$ cat src/rtl/rx_frame_ctrl.sv
// rx_frame_ctrl
//   Serial frame receiver that feeds a 2-entry output FIFO.
//   Frame (one bit per clk): start(1), 8 data bits LSB first, even parity,
//   stop1(0), stop2(0). Bad frames are dropped with a one-cycle error pulse.
// Ports:
//   clk, rst_n    clock, asynchronous active-low reset
//   rxd           serial input, idle 0
//   en            start-detect enable (only gates IDLE->DATA)
//   data_out      FIFO head byte
//   data_valid    FIFO not empty
//   data_ready    consumer accept, pops on data_valid && data_ready
//   parity_err    pulse: frame dropped, bad parity
//   framing_err   pulse: frame dropped, stop bit was 1
//   overrun       pulse: good frame dropped, FIFO full
//   busy          receiver not in IDLE
//   frame_cnt     number of bytes pushed into the FIFO (wraps)
module rx_frame_ctrl (
   input  logic       clk,
   input  logic       rst_n,
   input  logic       rxd,
   input  logic       en,
   output logic [7:0] data_out,
   output logic       data_valid,
   input  logic       data_ready,
   output logic       parity_err,
   output logic       framing_err,
   output logic       overrun,
   output logic       busy,
   output logic [7:0] frame_cnt
);

   typedef enum logic [2:0] {IDLE, DATA, PARITY, STOP1, STOP2} state_t;

   state_t     state;
   logic [2:0] bit_cnt;
   logic [7:0] shreg;
   logic       par_bad;
   logic       stop_bad;
   logic [7:0] fifo0;      // head entry, drives data_out directly
   logic [7:0] fifo1;
   logic [1:0] fifo_cnt;

   logic pop, stop_fail, push;

   assign data_out   = fifo0;
   assign data_valid = (fifo_cnt != 2'd0);
   assign busy       = (state != IDLE);

   assign pop       = data_valid && data_ready;
   // stop2 is being sampled right now; fold it into the frame verdict
   assign stop_fail = stop_bad | rxd;
   // A pop on the same edge frees a slot, so a full FIFO can still accept
   assign push      = (state == STOP2) && !stop_fail && !par_bad &&
                      ((fifo_cnt != 2'd2) || pop);

   always_ff @(posedge clk or negedge rst_n) begin
      if (!rst_n) begin
         state       <= IDLE;
         bit_cnt     <= 3'd0;
         shreg       <= 8'h00;
         par_bad     <= 1'b0;
         stop_bad    <= 1'b0;
         parity_err  <= 1'b0;
         framing_err <= 1'b0;
         overrun     <= 1'b0;
         fifo0       <= 8'h00;
         fifo1       <= 8'h00;
         fifo_cnt    <= 2'd0;
         frame_cnt   <= 8'd0;
      end else begin
         parity_err  <= 1'b0;
         framing_err <= 1'b0;
         overrun     <= 1'b0;

         case (state)
            IDLE: begin
               if (rxd && en) begin
                  state   <= DATA;
                  bit_cnt <= 3'd0;
               end
            end
            DATA: begin
               shreg[bit_cnt] <= rxd;
               bit_cnt        <= bit_cnt + 3'd1;
               if (bit_cnt == 3'd7) state <= PARITY;
            end
            PARITY: begin
               par_bad  <= (^shreg) ^ rxd;
               stop_bad <= 1'b0;
               state    <= STOP1;
            end
            STOP1: begin
               stop_bad <= rxd;
               state    <= STOP2;
            end
            STOP2: begin
               state <= IDLE;
               // framing beats parity; overrun only for otherwise good frames
               if (stop_fail)                        framing_err <= 1'b1;
               else if (par_bad)                     parity_err  <= 1'b1;
               else if (fifo_cnt == 2'd2 && !pop)    overrun     <= 1'b1;
            end
            default: state <= IDLE;
         endcase

         case ({push, pop})
            2'b10: begin
               if (fifo_cnt == 2'd0) fifo0 <= shreg;
               else                  fifo1 <= shreg;
               fifo_cnt <= fifo_cnt + 2'd1;
            end
            2'b01: begin
               fifo0    <= fifo1;
               fifo_cnt <= fifo_cnt - 2'd1;
            end
            2'b11: begin
               if (fifo_cnt == 2'd1) begin
                  fifo0 <= shreg;
               end else begin
                  fifo0 <= fifo1;
                  fifo1 <= shreg;
               end
            end
            default: ;
         endcase

         if (push) frame_cnt <= frame_cnt + 8'd1;
      end
   end

endmodule

$ cat config.mk
export PLATFORM = sky130hd
export DESIGN_NAME = rx_frame_ctrl
export DESIGN_NICKNAME = d
export VERILOG_FILES = /design/src/rtl/rx_frame_ctrl.sv
export SDC_FILE = /design/constraint.sdc
export NUM_CORES = 1
export LEC_CHECK = 0
export CAP_MARGIN = 20
export CORE_ASPECT_RATIO = 0.6
export CORE_MARGIN = 2
export CORE_UTILIZATION = 40
export CTS_CLUSTER_DIAMETER = 60
export DETAILED_ROUTE_END_ITERATION = 10
export MAX_ROUTING_LAYER = met4
export SYNTH_ARGS = -nofsm -noshare
export SYNTH_HDL_FRONTEND = slang
export SYNTH_SLANG_ARGS = --single-unit
$ cat constraint.sdc
create_clock -name clk -period 5.1 [get_ports clk]
set_input_delay 1.02 -clock clk [delete_from_list [all_inputs] [get_ports clk]]
set_output_delay 1.02 -clock clk [all_outputs]
set_load 0.1 [all_outputs]
==> out/qor.yml <==
placement:
  dp_hpwl_mm: 2.956
  gp_congestion: 0.8182
  portBuffers: 25
  pre_cts_ws_ns: 1.830
  placed_cell_area_sq_mm: 0.002437
routing:
  met2_length_mm: 1.789
  dr.pass1.iters: 4
  drcViolationCount: 0
  drt_iter0_drc: 86
  met3_length_microns: 120
  drtAntennaViolNets: 0
  wl_per_cell_microns: 15.02
  highest_layer: "met4"
  avgViaCountPerCell: 5.357
  vias: 1457
  wirelength_mm: 4.086
  drt-met1-wl_mm: 2.148
global_route:
  grt_pass1_wl_mm: 6.837
  grt_pass1_vias: 1400
  grt_use_total: 0.1537
  grt_max_degree: 46
  grt_overflow: 0
  antenna_found_initial: 0
timing:
  setup-violations-final: 0
  worst_slack_ns: 1.835
  finalCritPeriodShare: 0.6402
  grt_setup_unrepaired: "no"
  final_hold_viol_count: 0
  maxSlewViolCount: 0
  skew_ns: 0.01091
  min_period_ns: 3.265
  worst_pin_slew_ns: 0.9901
  fmax_mhz: 306.3
  fin_setup_tns_ns: 0
  slew_headroom: 0.3379
synth:
  yosys.area_share.simple: 0.1494
  synthCells: 177
  synth_mux_area_frac: 0.08932
  synth-xor-area-share: 0.06772
  synth_warnings: 0
  synth_top_family_by_area: "simple AND/OR/NAND/NOR gates"
  synth_edf_count: 0
  synth_cell_types: 37
  async_reset_ff_frac: 1.000
  syn_area_per_cell_sq_um: 12.11
  synth-seq-cells: 45
  synth_compound_area_frac: 0.1086
  ys_seq_area_frac: 0.5254
  synthAdderAreaFrac: 0.03503
  synthesis.area_sq_mm: 0.002143
  syn-num-nets: 188
  synth_top_flop_cell: "dfrtp_1"
finish:
  fillers: 472
  area.growth.synth_to_final_pct: 19.03
  final_area_sq_mm: 0.002551
  diodes: 0
  final_common_cell: "dfrtp_1"
  drive_gt1_frac: 0.1796
  nNetsFinal: 216
  fin_util: 0.4998
  final_cell_mix: "dfrtp_1 (45), clkdlybuf4s50_1 (24), mux2_2 (17)"
min_path:
  hp-class: "flop to flop"
  holdPathStages: 1
setup_path:
  critPathKind: "flop to output pin"
  cp_cell_sequence: "inv_1 -> ha_1 -> inv_1 -> clkdlybuf4s50_1"
  r2r_cells: 4
  path_common_cell: "inv_1"
  cp.depth: 4
  crit_required_ns: 4.08
  slowest_stage: "clkdlybuf4s50_1"
  critPathLaunchType: "flop"
  cp.arrival_ns: 2.25
  slowest_delay_ns: 1.13
  critPathTopFamily: "buffers and inverters"
  worst-path-buf-inv: 3
  cp-end-kind: "output pin"
  crit_fanout: 6
cts:
  root_buffer: "clkbuf_8"
  postCtsHoldBufs: 0
  clk_pin_slew_ns: 0.09
  cts_tree: "done"
  clock_latency_ns: 0.30
  numCtsBuffers: 5
  clock_sinks: 45
  htreeDepth: 2
  cts_buffer_depth: 2
  cts_setup_buffers: 0
  post_cts_resized: 0
floorplan:
  fp.dieH_microns: 60.70
  io_pins: 26
  die-area_sq_mm: 0.005979
  rows: 20
  start_util: 0.4199
  die_x_microns: 98.50
  fp.coreArea_sq_mm: 0.005105
outcome:
  status: "finished, final reports clean"
pwr:
  p_total_mw: 1.727
  power_leakage_nw: 1.153
  powerDensity_mw_per_mm2: 676.9
  vdd_ir_drop_max_mv: 0.4831
flow_run:
  maxCapViolations: 0
==> final cells by class <==
class                           instances  area (sq um)  share of cell area
Multi-Input combinational cell        122         964.7              0.3781
Clock buffer                            5         68.82             0.02697
Sequential cell                        45          1126              0.4414
Timing Repair Buffer                   26         265.3              0.1040
Clock inverter                          3         25.02            0.009809
Tap cell                               66         82.58             0.03237
Inverter                                5         18.77            0.007357
==> cells by family after synthesis <==
logic type      Yosys count
compound gates           30
xor+xnor                 15
fa+ha+maj                 6
buf+inv                  10
flops                    45
mux                      17
simple gates             54
==> flip-flops by register name (all words and copies together), names as in the netlist <==
register / cells
state: 3
bit_cnt: 3
fifo1: 8
stop_bad: 1
frame_cnt: 8
data_out: 8
parity_err: 1
shreg: 8
par_bad: 1
fifo_cnt: 2
framing_err: 1
overrun: 1
==> metal layers <==
metal,up-vias,GRT usage
met5,-,-
met4,0,0.04110
met3,2,0.04032
met2,20,0.2293
met1,745,0.2112
li1,690,-
==> metrics by stage <==
step,hold WS (ns),std cells
after global routing,0.4954,272
after floorplan,0.4813,177
final,0.4682,272
after detailed placement,0.4652,263
after global placement,0.4543,263
after CTS,0.4799,271
==> where the power goes <==
| part | internal (mW) | leakage (nW) | switching [mW] |
|---|---|---|---|
| registers | 0.471 | 0.578 | 0.122 |
| clock network | 0.0989 | 0.0447 | 0.126 |
| logic | 0.341 | 0.530 | 0.568 |
| total | 0.911 | 1.15 | 0.816 |
==> synth_stat cells, types with 2 or more instances <==
| cell | n | area [sq um] |
|---|---|---|
| xor2_1 | 4 | 35.03 |
| a21oi_1 | 5 | 25.02 |
| nand3_1 | 3 | 15.01 |
| nor3_1 | 2 | 10.01 |
| and3_1 | 3 | 18.77 |
| nand2_1 | 11 | 41.29 |
| nand4_1 | 4 | 25.02 |
| o211a_1 | 2 | 20.02 |
| o21ai_0 | 7 | 35.03 |
| or3_1 | 2 | 12.51 |
| a21o_1 | 2 | 15.01 |
| inv_1 | 5 | 18.77 |
| nor2b_1 | 3 | 18.77 |
| nor2_1 | 6 | 22.52 |
| xnor2_1 | 10 | 87.58 |
| mux2_2 | 17 | 191.4 |
| nand2b_1 | 11 | 68.82 |
| dfrtp_1 | 45 | 1126 |
| o221a_2 | 8 | 90.09 |
| a22o_1 | 2 | 17.52 |
| nand3b_1 | 2 | 15.01 |
| clkbuf_1 | 2 | 7.510 |
| ha_1 | 6 | 75.07 |
| buf_4 | 2 | 15.01 |
==> worst register-to-register path, stage by stage (launching register included) <==
cell	delay (ns)
dfrtp_1	0.52
nor4b_4	0.44
and2_4	0.24
o211a_1	0.37
mux2_2	0.38
==> final timing paths <==
| path | end | start | slack [ns] |
|---|---|---|---|
| setup / recovery | data_valid | fifo_cnt[1] | 1.83 |
| setup reg to reg | fifo1[7] | state[0] | 3.03 |
| max in group asynchronous | shreg[2] | rst_n | 4.16 |
| hold reg to reg | frame_cnt[7] | frame_cnt[7] | 0.47 |
| min in group asynchronous | shreg[6] | rst_n | 0.52 |
| hold / removal | frame_cnt[7] | frame_cnt[7] | 0.47 |
No activity file was read; power rests on OpenSTA's default activity.
